$ cat src/rtl/wr_uart_line_monitor_if.sv
// Bridge master port of the UART line monitor: one strobe-held read/write
// transaction at a time, completed by the slave's acknowledge.
interface wr_uart_line_monitor_if #(
  parameter int ADDR_W = 6
);
  logic              bridge_uart_read;
  logic              bridge_uart_write;
  logic [3:0]        bridge_uart_byte_enable;
  logic [ADDR_W-1:0] bridge_uart_address;
  logic [31:0]       bridge_uart_write_data;
  logic [31:0]       bridge_uart_read_data;
  logic              bridge_uart_acknowledge;

  modport master (
    output bridge_uart_read, bridge_uart_write, bridge_uart_byte_enable,
           bridge_uart_address, bridge_uart_write_data,
    input  bridge_uart_read_data, bridge_uart_acknowledge
  );

  modport slave (
    input  bridge_uart_read, bridge_uart_write, bridge_uart_byte_enable,
           bridge_uart_address, bridge_uart_write_data,
    output bridge_uart_read_data, bridge_uart_acknowledge
  );
endinterface

$ cat src/rtl/wr_uart_line_monitor.sv
// Polls a UART through the bridge, collects characters into a line buffer and
// streams each completed line out with last/overflow qualifiers.
module wr_uart_line_monitor #(
  parameter int                ADDR_W       = 6,
  parameter logic [ADDR_W-1:0] STATUS_ADDR  = 'h0,
  parameter logic [ADDR_W-1:0] RXDATA_ADDR  = 'h1,
  parameter logic [ADDR_W-1:0] CTRL_ADDR    = 'h2,
  parameter logic [31:0]       CTRL_INIT    = 32'h0000_0000,
  parameter int                RX_READY_BIT = 7,
  parameter int                LINE_DEPTH   = 64,
  parameter logic [7:0]        TERMINATOR   = 8'h0A,
  parameter bit                STRIP_CR     = 1'b1,
  parameter int                ACK_TIMEOUT  = 255,
  parameter int                POLL_GAP     = 4
) (
  input  logic                   clock,
  input  logic                   nreset,
  wr_uart_line_monitor_if.master bridge,
  output logic [7:0]             line_data,
  output logic                   line_valid,
  output logic                   line_last,
  output logic                   line_overflow,
  input  logic                   line_ready,
  output logic                   bus_error
);
  localparam int IDX_W = $clog2(LINE_DEPTH);
  localparam int CNT_W = IDX_W + 1;
  localparam int TMR_W = $clog2(ACK_TIMEOUT + 1);
  localparam int GAP_W = $clog2(POLL_GAP + 1);

  typedef enum logic [2:0] {RST_RD, INIT_WR, GAP, POLL_RD, DATA_RD, DRAIN} state_t;

  state_t            state;
  logic              rd, wr;
  logic [3:0]        be;
  logic [ADDR_W-1:0] addr;
  logic [31:0]       wdata;
  logic [TMR_W-1:0]  timer;
  logic [GAP_W-1:0]  gap_cnt;
  logic [CNT_W-1:0]  count;
  logic              ovf;
  logic [IDX_W-1:0]  idx;
  logic [7:0]        mem [LINE_DEPTH];

  logic [7:0]        rx_char;
  logic              is_term, is_cr, has_room, data_ack, store_en, nxt_last;
  logic [ADDR_W-1:0] bus_addr;
  logic              unused_rdata;

  assign bridge.bridge_uart_read        = rd;
  assign bridge.bridge_uart_write       = wr;
  assign bridge.bridge_uart_byte_enable = be;
  assign bridge.bridge_uart_address     = addr;
  assign bridge.bridge_uart_write_data  = wdata;

  assign unused_rdata = ^bridge.bridge_uart_read_data;
  assign rx_char  = bridge.bridge_uart_read_data[7:0];
  assign is_term  = (rx_char == TERMINATOR);
  assign is_cr    = STRIP_CR && (rx_char == 8'h0D);
  assign has_room = (count < CNT_W'(LINE_DEPTH));
  assign data_ack = (state == DATA_RD) && rd && bridge.bridge_uart_acknowledge;
  assign store_en = data_ack && !is_term && !is_cr && has_room;
  assign nxt_last = ((CNT_W'(idx) + CNT_W'(2)) == count);

  always_comb begin
    bus_addr = STATUS_ADDR;
    case (state)
      INIT_WR: bus_addr = CTRL_ADDR;
      DATA_RD: bus_addr = RXDATA_ADDR;
      default: ;
    endcase
  end

  // Line storage carries no reset: count alone decides what is valid.
  always_ff @(posedge clock)
    if (store_en) mem[count[IDX_W-1:0]] <= rx_char;

  always_ff @(posedge clock or negedge nreset) begin
    if (!nreset) begin
      state         <= RST_RD;
      rd            <= 1'b0;
      wr            <= 1'b0;
      be            <= 4'h0;
      addr          <= '0;
      wdata         <= '0;
      timer         <= '0;
      gap_cnt       <= '0;
      count         <= '0;
      ovf           <= 1'b0;
      idx           <= '0;
      line_data     <= '0;
      line_valid    <= 1'b0;
      line_last     <= 1'b0;
      line_overflow <= 1'b0;
      bus_error     <= 1'b0;
    end else begin
      bus_error <= 1'b0;
      case (state)
        RST_RD, INIT_WR, POLL_RD, DATA_RD: begin
          if (!(rd || wr)) begin
            // Entry cycle runs with strobes low, so back-to-back
            // transactions are always separated by an idle cycle.
            rd    <= (state != INIT_WR);
            wr    <= (state == INIT_WR);
            be    <= 4'hF;
            addr  <= bus_addr;
            wdata <= (state == INIT_WR) ? CTRL_INIT : 32'h0;
            timer <= '0;
          end else if (bridge.bridge_uart_acknowledge) begin
            rd      <= 1'b0;
            wr      <= 1'b0;
            be      <= 4'h0;
            wdata   <= '0;
            gap_cnt <= '0;
            case (state)
              RST_RD:  state <= INIT_WR;
              INIT_WR: state <= GAP;
              POLL_RD: state <= bridge.bridge_uart_read_data[RX_READY_BIT] ? DATA_RD : GAP;
              default: begin
                if (is_term) state <= (count != '0) ? DRAIN : GAP;
                else begin
                  state <= GAP;
                  if (!is_cr) begin
                    if (has_room) count <= count + CNT_W'(1);
                    else          ovf   <= 1'b1;
                  end
                end
              end
            endcase
          end else if (timer == TMR_W'(ACK_TIMEOUT - 1)) begin
            rd        <= 1'b0;
            wr        <= 1'b0;
            be        <= 4'h0;
            wdata     <= '0;
            bus_error <= 1'b1;
            gap_cnt   <= '0;
            state     <= GAP;
          end else begin
            timer <= timer + TMR_W'(1);
          end
        end
        GAP: begin
          // The poll strobe is raised as GAP ends so the idle run is POLL_GAP.
          if (gap_cnt == GAP_W'(POLL_GAP - 1)) begin
            state <= POLL_RD;
            rd    <= 1'b1;
            be    <= 4'hF;
            addr  <= STATUS_ADDR;
            timer <= '0;
          end else begin
            gap_cnt <= gap_cnt + GAP_W'(1);
          end
        end
        DRAIN: begin
          if (!line_valid) begin
            line_valid    <= 1'b1;
            line_data     <= mem[0];
            line_last     <= (count == CNT_W'(1));
            line_overflow <= ovf && (count == CNT_W'(1));
            idx           <= '0;
          end else if (line_ready) begin
            if (line_last) begin
              line_valid    <= 1'b0;
              line_last     <= 1'b0;
              line_overflow <= 1'b0;
              count         <= '0;
              ovf           <= 1'b0;
              gap_cnt       <= '0;
              state         <= GAP;
            end else begin
              idx           <= idx + IDX_W'(1);
              line_data     <= mem[idx + IDX_W'(1)];
              line_last     <= nxt_last;
              line_overflow <= ovf && nxt_last;
            end
          end
        end
        default: state <= RST_RD;
      endcase
    end
  end
endmodule

$ cat src/flat_wrapper.sv
// flat-port wrapper written by rule: the top's interface ports become plain ports
module wr_uart_line_monitor_flat 
#(
  parameter int                ADDR_W       = 6,
  parameter logic [ADDR_W-1:0] STATUS_ADDR  = 'h0,
  parameter logic [ADDR_W-1:0] RXDATA_ADDR  = 'h1,
  parameter logic [ADDR_W-1:0] CTRL_ADDR    = 'h2,
  parameter logic [31:0]       CTRL_INIT    = 32'h0000_0000,
  parameter int                RX_READY_BIT = 7,
  parameter int                LINE_DEPTH   = 64,
  parameter logic [7:0]        TERMINATOR   = 8'h0A,
  parameter bit                STRIP_CR     = 1'b1,
  parameter int                ACK_TIMEOUT  = 255,
  parameter int                POLL_GAP     = 4
)
  (clock, nreset, line_data, line_valid, line_last, line_overflow, line_ready, bus_error, bridge_bridge_uart_read, bridge_bridge_uart_write, bridge_bridge_uart_byte_enable, bridge_bridge_uart_address, bridge_bridge_uart_write_data, bridge_bridge_uart_read_data, bridge_bridge_uart_acknowledge);
  wr_uart_line_monitor_if #(.ADDR_W(ADDR_W)) bridge_i ();
  input  logic clock;
  input  logic nreset;
  output logic [7:0] line_data;
  output logic line_valid;
  output logic line_last;
  output logic line_overflow;
  input  logic line_ready;
  output logic bus_error;
  output wire logic [$bits(bridge_i.bridge_uart_read)-1:0] bridge_bridge_uart_read;
  output wire logic [$bits(bridge_i.bridge_uart_write)-1:0] bridge_bridge_uart_write;
  output wire logic [$bits(bridge_i.bridge_uart_byte_enable)-1:0] bridge_bridge_uart_byte_enable;
  output wire logic [$bits(bridge_i.bridge_uart_address)-1:0] bridge_bridge_uart_address;
  output wire logic [$bits(bridge_i.bridge_uart_write_data)-1:0] bridge_bridge_uart_write_data;
  input wire logic [$bits(bridge_i.bridge_uart_read_data)-1:0] bridge_bridge_uart_read_data;
  input wire logic [$bits(bridge_i.bridge_uart_acknowledge)-1:0] bridge_bridge_uart_acknowledge;
  assign bridge_bridge_uart_read = bridge_i.bridge_uart_read;
  assign bridge_bridge_uart_write = bridge_i.bridge_uart_write;
  assign bridge_bridge_uart_byte_enable = bridge_i.bridge_uart_byte_enable;
  assign bridge_bridge_uart_address = bridge_i.bridge_uart_address;
  assign bridge_bridge_uart_write_data = bridge_i.bridge_uart_write_data;
  assign bridge_i.bridge_uart_read_data = bridge_bridge_uart_read_data;
  assign bridge_i.bridge_uart_acknowledge = bridge_bridge_uart_acknowledge;
  wr_uart_line_monitor #(.ADDR_W(ADDR_W), .STATUS_ADDR(STATUS_ADDR), .RXDATA_ADDR(RXDATA_ADDR), .CTRL_ADDR(CTRL_ADDR), .CTRL_INIT(CTRL_INIT), .RX_READY_BIT(RX_READY_BIT), .LINE_DEPTH(LINE_DEPTH), .TERMINATOR(TERMINATOR), .STRIP_CR(STRIP_CR), .ACK_TIMEOUT(ACK_TIMEOUT), .POLL_GAP(POLL_GAP)) u_core (.clock(clock), .nreset(nreset), .bridge(bridge_i), .line_data(line_data), .line_valid(line_valid), .line_last(line_last), .line_overflow(line_overflow), .line_ready(line_ready), .bus_error(bus_error));
endmodule
$ cat config.mk
export PLATFORM = sky130hd
export DESIGN_NAME = wr_uart_line_monitor_flat
export DESIGN_NICKNAME = d
export VERILOG_FILES = /design/src/rtl/wr_uart_line_monitor_if.sv /design/src/rtl/wr_uart_line_monitor.sv /design/src/flat_wrapper.sv
export SDC_FILE = /design/constraint.sdc
export NUM_CORES = 1
export LEC_CHECK = 0
export BUFFER_PORTS_ARGS = -buffer_cell sky130_fd_sc_hd__buf_4
export CORE_AREA = 2 2 342 276
export CTS_CLUSTER_DIAMETER = 50
export DETAILED_ROUTE_END_ITERATION = 12
export DIE_AREA = 0 0 344 278
export MAX_ROUTING_LAYER = met4
export PLACE_DENSITY_LB_ADDON = 0.2
export SYNTH_ARGS = -nofsm -noshare
export SYNTH_HDL_FRONTEND = slang
export SYNTH_SLANG_ARGS = --single-unit
$ cat constraint.sdc
create_clock -name clock -period 2.45 [get_ports clock]
set_clock_uncertainty 0.2 [all_clocks]
set_input_delay 0.245 -clock clock [delete_from_list [all_inputs] [get_ports clock]]
set_output_delay 0.245 -clock clock [all_outputs]
set_load 0.01 [all_outputs]
# Yosys cells after proc, flatten, opt, wreduce, memory -nomap -nowiden
# Memory sizes are Yosys's and may differ from the RTL's.
# Index checks and enable logic that the tools add are counted.
# totals
ff_bits	84
latchBits	0
ramBits	512
rom_bits	0
out_inout_bits	56
wordCells	166
n_memories	1
# mem_list
memory	words	word_bits	rd	rd_clocked_by_memory_dff	write_ports	line	rtl
u_core.mem	64	8	2	0	1	wr_uart_line_monitor.sv:43	logic [7:0] mem [LINE_DEPTH];
# classes
n_addsub	5
mul	0
div	0
magnitude_cmp	1
eq_ne	32
shift	0
n_mux	84
bitwise	0
reduce_logical	27
# op_table
operator	n
two-way mux 32 bit	3
two-way mux 7 bit	9
two-way mux 8 bit	7
two-way mux 3 bit	17
two-way mux 6 bit	5
two-way mux 1 bit	29
one-hot mux 3 bit (3 select lines)	3
!= test 2 bit, second input constant	10
AND reduction 10 bit	2
== test 8 x 4 -> 1 bit, second input constant	2
two-way mux 4 bit	4
one-hot mux 8 bit (2 select lines)	1
one-hot mux 7 bit (2 select lines)	1
one-hot mux 6 bit (2 select lines)	1
!= test 2 x 1 -> 1 bit, second input constant	5
== test 3 x 2 -> 1 bit, second input constant	3
!= test 3 bit, second input constant	3
AND reduction 3 bit	3
adder 8 x 1 -> 8 bit, second input constant	1
== test 8 bit, second input constant	1
one-hot mux 4 bit (2 select lines)	1
adder 6 x 2 -> 7 bit, second input constant	1
adder 7 x 1 -> 7 bit, second input constant	1
== test 7 x 1 -> 1 bit, second input constant	1
24 further kinds	35

# Longest topological paths before layout
# depth
word_depth	8
ltp_mapped	10
ltp_nobuf	8

# Worst setup path after synthesis
# OpenSTA, ideal clock, no wires.
# synth_path
path_type	reg2reg
startpoint	register u_core.state[0]
endpoint	memory u_core.mem[61][0] (enable)
arrival_ns	2.017
required_time_ns	1.879
setup_slack_ns	-0.137
path_stages_with_launch	7
n_path_buf	2
path_cell_list	dfrtp_1 clkbuf_1 nor2_1 nand4_1 or3b_2 clkbuf_1 nor2_1
# synth_between
elab_chain_cells	8
# synth_lines
item	line	rtl
start, declared	wr_uart_line_monitor.sv:33	state_t state;
start signal, assigned	wr_uart_line_monitor.sv:118	POLL_RD: state <= bridge.bridge_uart_read_data[RX_READY_BIT] ? DATA_RD : GAP;
start signal, assigned	wr_uart_line_monitor.sv:120	if (is_term) state <= (count != '0) ? DRAIN : GAP;
== test 3 bit	wr_uart_line_monitor.sv:61	assign data_ack = (state == DATA_RD) && rd && bridge.bridge_uart_acknowledge;
logical AND 1 bit (2 in a row)	wr_uart_line_monitor.sv:61	
logical AND 1 bit (3 in a row)	wr_uart_line_monitor.sv:62	assign store_en = data_ack && !is_term && !is_cr && has_room;
two-way mux 1 bit	wr_uart_line_monitor.sv:76	if (store_en) mem[count[IDX_W-1:0]] <= rx_char;
two-way mux 1 bit (implied by the code)	wr_uart_line_monitor.sv:76	
end, declared	wr_uart_line_monitor.sv:43	
# No other way between the ends.

# Worst setup path in the final report
# layout_path
startpoint	register u_core.idx[0]
endpoint	register u_core.line_data[3]
# layout_between
elab_chain_cells	5
# layout_lines
item	line	rtl
start, declared	wr_uart_line_monitor.sv:42	logic [IDX_W-1:0] idx;
start signal, assigned	wr_uart_line_monitor.sv:171	idx <= idx + IDX_W'(1);
adder 6 x 1 -> 6 bit	wr_uart_line_monitor.sv:172	line_data <= mem[idx + IDX_W'(1)];
memory read (64 x 8 bit)	-	
two-way mux 8 bit	wr_uart_line_monitor.sv:162	if (line_last) begin
two-way mux 8 bit	wr_uart_line_monitor.sv:161	end else if (line_ready) begin
two-way mux 8 bit	wr_uart_line_monitor.sv:155	if (!line_valid) begin
end signal, assigned	wr_uart_line_monitor.sv:157	line_data <= mem[0];
end signal, assigned	wr_uart_line_monitor.sv:172	
end, declared	wr_uart_line_monitor.sv:19	output logic [7:0] line_data,
# No other way between the ends. The select of a mux whose other input is x is not followed.
# A chain may end at the register's enable or synchronous reset.

==> flow_summary_export.csv <==
group,metric,value,unit
route,remaining_drc_errors,0,
die,core_area,92300,sq um
route,drt_iter0_markers,1029,
synthesis,syn_area_per_cell,18.1,sq um
critical_path,r2r_setup_slack,-0.32,ns
die,rows,100,
layout,drive_above_1_share,35.8,%
critical_path,end_kind,"flop",
die,die_h,278,microns
die,fp.dieArea,95600,sq um
route,antenna_left,0,
clock_tree,clock_sinks,557,
clock_tree,cts_tree,"done",
critical_path,cp-start-kind,"flop",
clock_tree,clkTransAtPathRegs,0.07,ns
synthesis,yosysSeqAreaShare,71.9,%
sta,period_share,113,%
worst_hold_path,min-delay-start,"bridge_bridge_uart_read_data[4]",
placement,placed_cells,2618,
placement,place_congestion,0.823,
global_routing,grt_first_pass_wirelength,93.3,mm
synthesis,mappedNetlistArea,22900,sq um
clock_tree,cts-root-buf,"clkbuf_16",
synthesis,ys_ff_latch,557,
layout,area.growth.synth_to_final,26.0,%
synthesis,synth_xor_area_share,0.529,%
global_routing,grt_max_degree,65,
clock_tree,numCtsBuffers,59,
synthesis,synth_cell_type_count,74,
synthesis,synth_top_family_by_area,"multiplexers",
critical_path,r2r_cells,9,
sta,maxSlewViolCount,0,
outcome,status,"finished, violations left",
power,total_power,20.8,mW
layout,fin_cells,2771,
sta,setup_slack,-0.322,ns
critical_path,critical_path.startpoint,"u_core.idx[0]$_DFFE_PN0P_",
outcome,violations,"negative setup slack",
route,num_vias,12523,
run,cap_violations,0,
route,wl_per_cell,23.5,microns
sta,finalWorstPathRequiredPeriod,2.77,ns
synthesis,synthFlopType,"edfxtp_1",
die,die_x,344,microns
route,via_per_inst,4.52,
worst_hold_path,hp-class,"in -> reg",
critical_path,rr_endpoint,"u_core.line_data[3]$_DFFE_PN0P_",
critical_path,cp_data_required_time,2.79,ns
route,routed_wl,65.2,mm
critical_path,critical_path_class,"reg -> reg",
synthesis,yosysWarnings,0,
worst_hold_path,hold_path_depth,2,
die,start_util,24.8,%
route,drt_pass1_iterations,4,
layout,nets,1539,
die,ioPinCount,92,
worst_hold_path,whs_endpoint,"u_core.mem[44][4]$_DFFE_PP_",
global_routing,track_usage,14.0,%
global_routing,first_global_vias,12638,
global_routing,antenna_found_initial,3,
critical_path,arrival,3.11,ns
placement,io_buffer_count,31,
sta,tightest_slew,0.826,ns
sta,setup_viol,8,
synthesis,yosys.area_share.adder,0.491,%
synthesis,synth-compound-area-share,3.51,%
sta,hold_viol_final,0,
sta,relSlewSlack,44.9,%
synthesis,synth_edf_count,512,
clock_tree,clock_path_buffers,3,
placement,dp_hpwl,41.9,mm
sta,timing.fmax,361,MHz
placement,dp_slack,-0.504,ns
synthesis,synth-async-reset-ratio,8.08,%
synthesis,synth_simple_gate_area_share,5.45,%
clock_tree,cts_max_level,2,
power,peakVddDrop,0.000474,V
synthesis,synth_cells,1265,
sta,rsz0062_at_grt,"yes",
critical_path,critPathMaxFanout,10,
critical_path,reg2reg_from,"u_core.idx[0]$_DFFE_PN0P_",
layout,postLayoutCoreUtil,31.3,%
global_routing,grt_overflow_total,0,
clock_tree,clk_latency,0.65,ns
synthesis,synth.area.mux_share,14.8,%
sta,whs,0.131,ns
power,leakagePower,9.16,nW
power,power.density,720,nW/um^2
cell families after synthesis:
family / count (synthesis)
AOI/OAI and AO/OA: 121
DFF: 557
and+or+nand+nor: 269
buffers and inverters: 121
xor gates and xnor gates: 13
muxes: 174
other: 1
adders and majority gates: 9
layer usage:
layer / routed length [microns] / up-vias / GRT usage [%]
li1: - / 5476 / -
met1: 32400 / 6668 / 20.8
met2: 28500 / 309 / 19.6
met3: 3110 / 70 / 2.40
met4: 1150 / 0 / 3.39
met5: 0 / - / -
where the power goes:
part | total [mW] | internal [mW] | leakage (nW) | switching (mW)
sequential | 10.6 | 10.5 | 5.18 | 0.113
combinational | 1.45 | 0.554 | 3.07 | 0.892
clock | 8.75 | 4.87 | 0.906 | 3.88
critical path, cell delays in order (launching register included):
cell	delay (ns)
dfrtp_4	0.51
ha_4	0.19
xor2_4	0.15
buf_12	0.16
buf_12	0.14
mux4_2	0.35
mux2i_2	0.22
o22ai_2	0.12
or3_4	0.38
o221a_1	0.24
cells in the final DEF (no fill, tap or decap), types with 6 or more instances in the layout:
cell	netlist	layout
conb_1	1	36
o21ai_0	36	33
o22ai_1	15	6
buf_4	51	164
a31oi_1	10	9
ha_1	9	7
inv_1	13	13
mux4_2	127	127
dlygate4sd3_1	0	8
or3_1	14	12
nor2_1	96	46
o22ai_2	0	9
buf_6	6	21
clkinv_1	0	15
a21oi_1	12	11
nor2_4	0	43
nor2_2	0	7
nand3b_1	6	6
mux2i_1	42	31
edfxtp_1	512	512
clkinvlp_4	0	7
mux2i_2	0	10
nor3_1	11	9
xnor2_1	10	9
clkbuf_16	0	59
dfrtp_1	45	43
nand3_1	24	23
buf_12	1	38
nand2_1	74	73
clkbuf_1	32	7
and3_1	6	6
clkinv_2	0	11
area by class of cell:
type                    instances  area, sq um
clock buffers                  66         1500
multi-input cells             622         6420
fillers                      8999        63400
diodes                          3         7.51
well taps                    1224         1530
repair buffers                241         2490
flip-flops and latches        557        16500
clock inverters                45          385
inverters                      13         48.8
worst max-delay path by stage:
stage / endpoint / slack [ns]
floorplan: u_core.mem[61][0]$_DFFE_PP_ / -0.14
global placement: u_core.mem[58][0]$_DFFE_PP_ / -0.49
detailed placement: u_core.mem[58][0]$_DFFE_PP_ / -0.50
CTS: u_core.line_data[3]$_DFFE_PN0P_ / -0.30
global route: u_core.line_data[5]$_DFFE_PN0P_ / -0.38
finish: u_core.line_data[3]$_DFFE_PN0P_ / -0.32
sequential cells by signal (all words and copies together) (netlist names), 2 cells and up:
name,flops
u_core.timer,8
u_core.line_data,8
u_core.state,3
u_core.gap_cnt,3
u_core.bridge.bridge_uart_address,2
u_core.mem,512
u_core.count,7
u_core.idx,6
timing repair:
action | in CTS | in global routing
hold endpoints to repair | 109 | 1
hold buffers | 10 | 1
endpoints found under the setup margin | 426 | 254
setup buffers | 15 | 11
pin swaps | 20 | 13
resized for setup | 107 | 73
gates cloned | 3 | 0
through the flow:
| stage | area, sq um | TNS [ns] |
|---|---|---|
| floorplan | 23100 | -10.30 |
| global placement | 25800 | -157.33 |
| detailed placement | 25800 | -140.70 |
| CTS | 28500 | -2.22 |
| global route | 28900 | -5.95 |
| finish | 28900 | -2.23 |
cell usage after synthesis, types with 5 or more instances:
cell / number / share of area [%]
a21oi_1: 12 / 0.26
a31oi_1: 10 / 0.27
and3_1: 6 / 0.16
buf_2: 9 / 0.20
buf_4: 51 / 1.7
buf_6: 6 / 0.29
clkbuf_1: 32 / 0.52
dfrtp_1: 45 / 4.9
edfxtp_1: 512 / 67
ha_1: 9 / 0.49
inv_1: 13 / 0.21
mux2i_1: 42 / 1.8
mux4_2: 127 / 12
nand2_1: 74 / 1.2
nand2b_1: 5 / 0.14
nand3_1: 24 / 0.52
nand3b_1: 6 / 0.20
nor2_1: 96 / 1.6
nor3_1: 11 / 0.24
nor4_1: 5 / 0.14
o21ai_0: 36 / 0.79
o22ai_1: 15 / 0.41
o31ai_1: 5 / 0.16
or3_1: 14 / 0.38
xnor2_1: 10 / 0.38
Power figures use the tool's default switching activity.
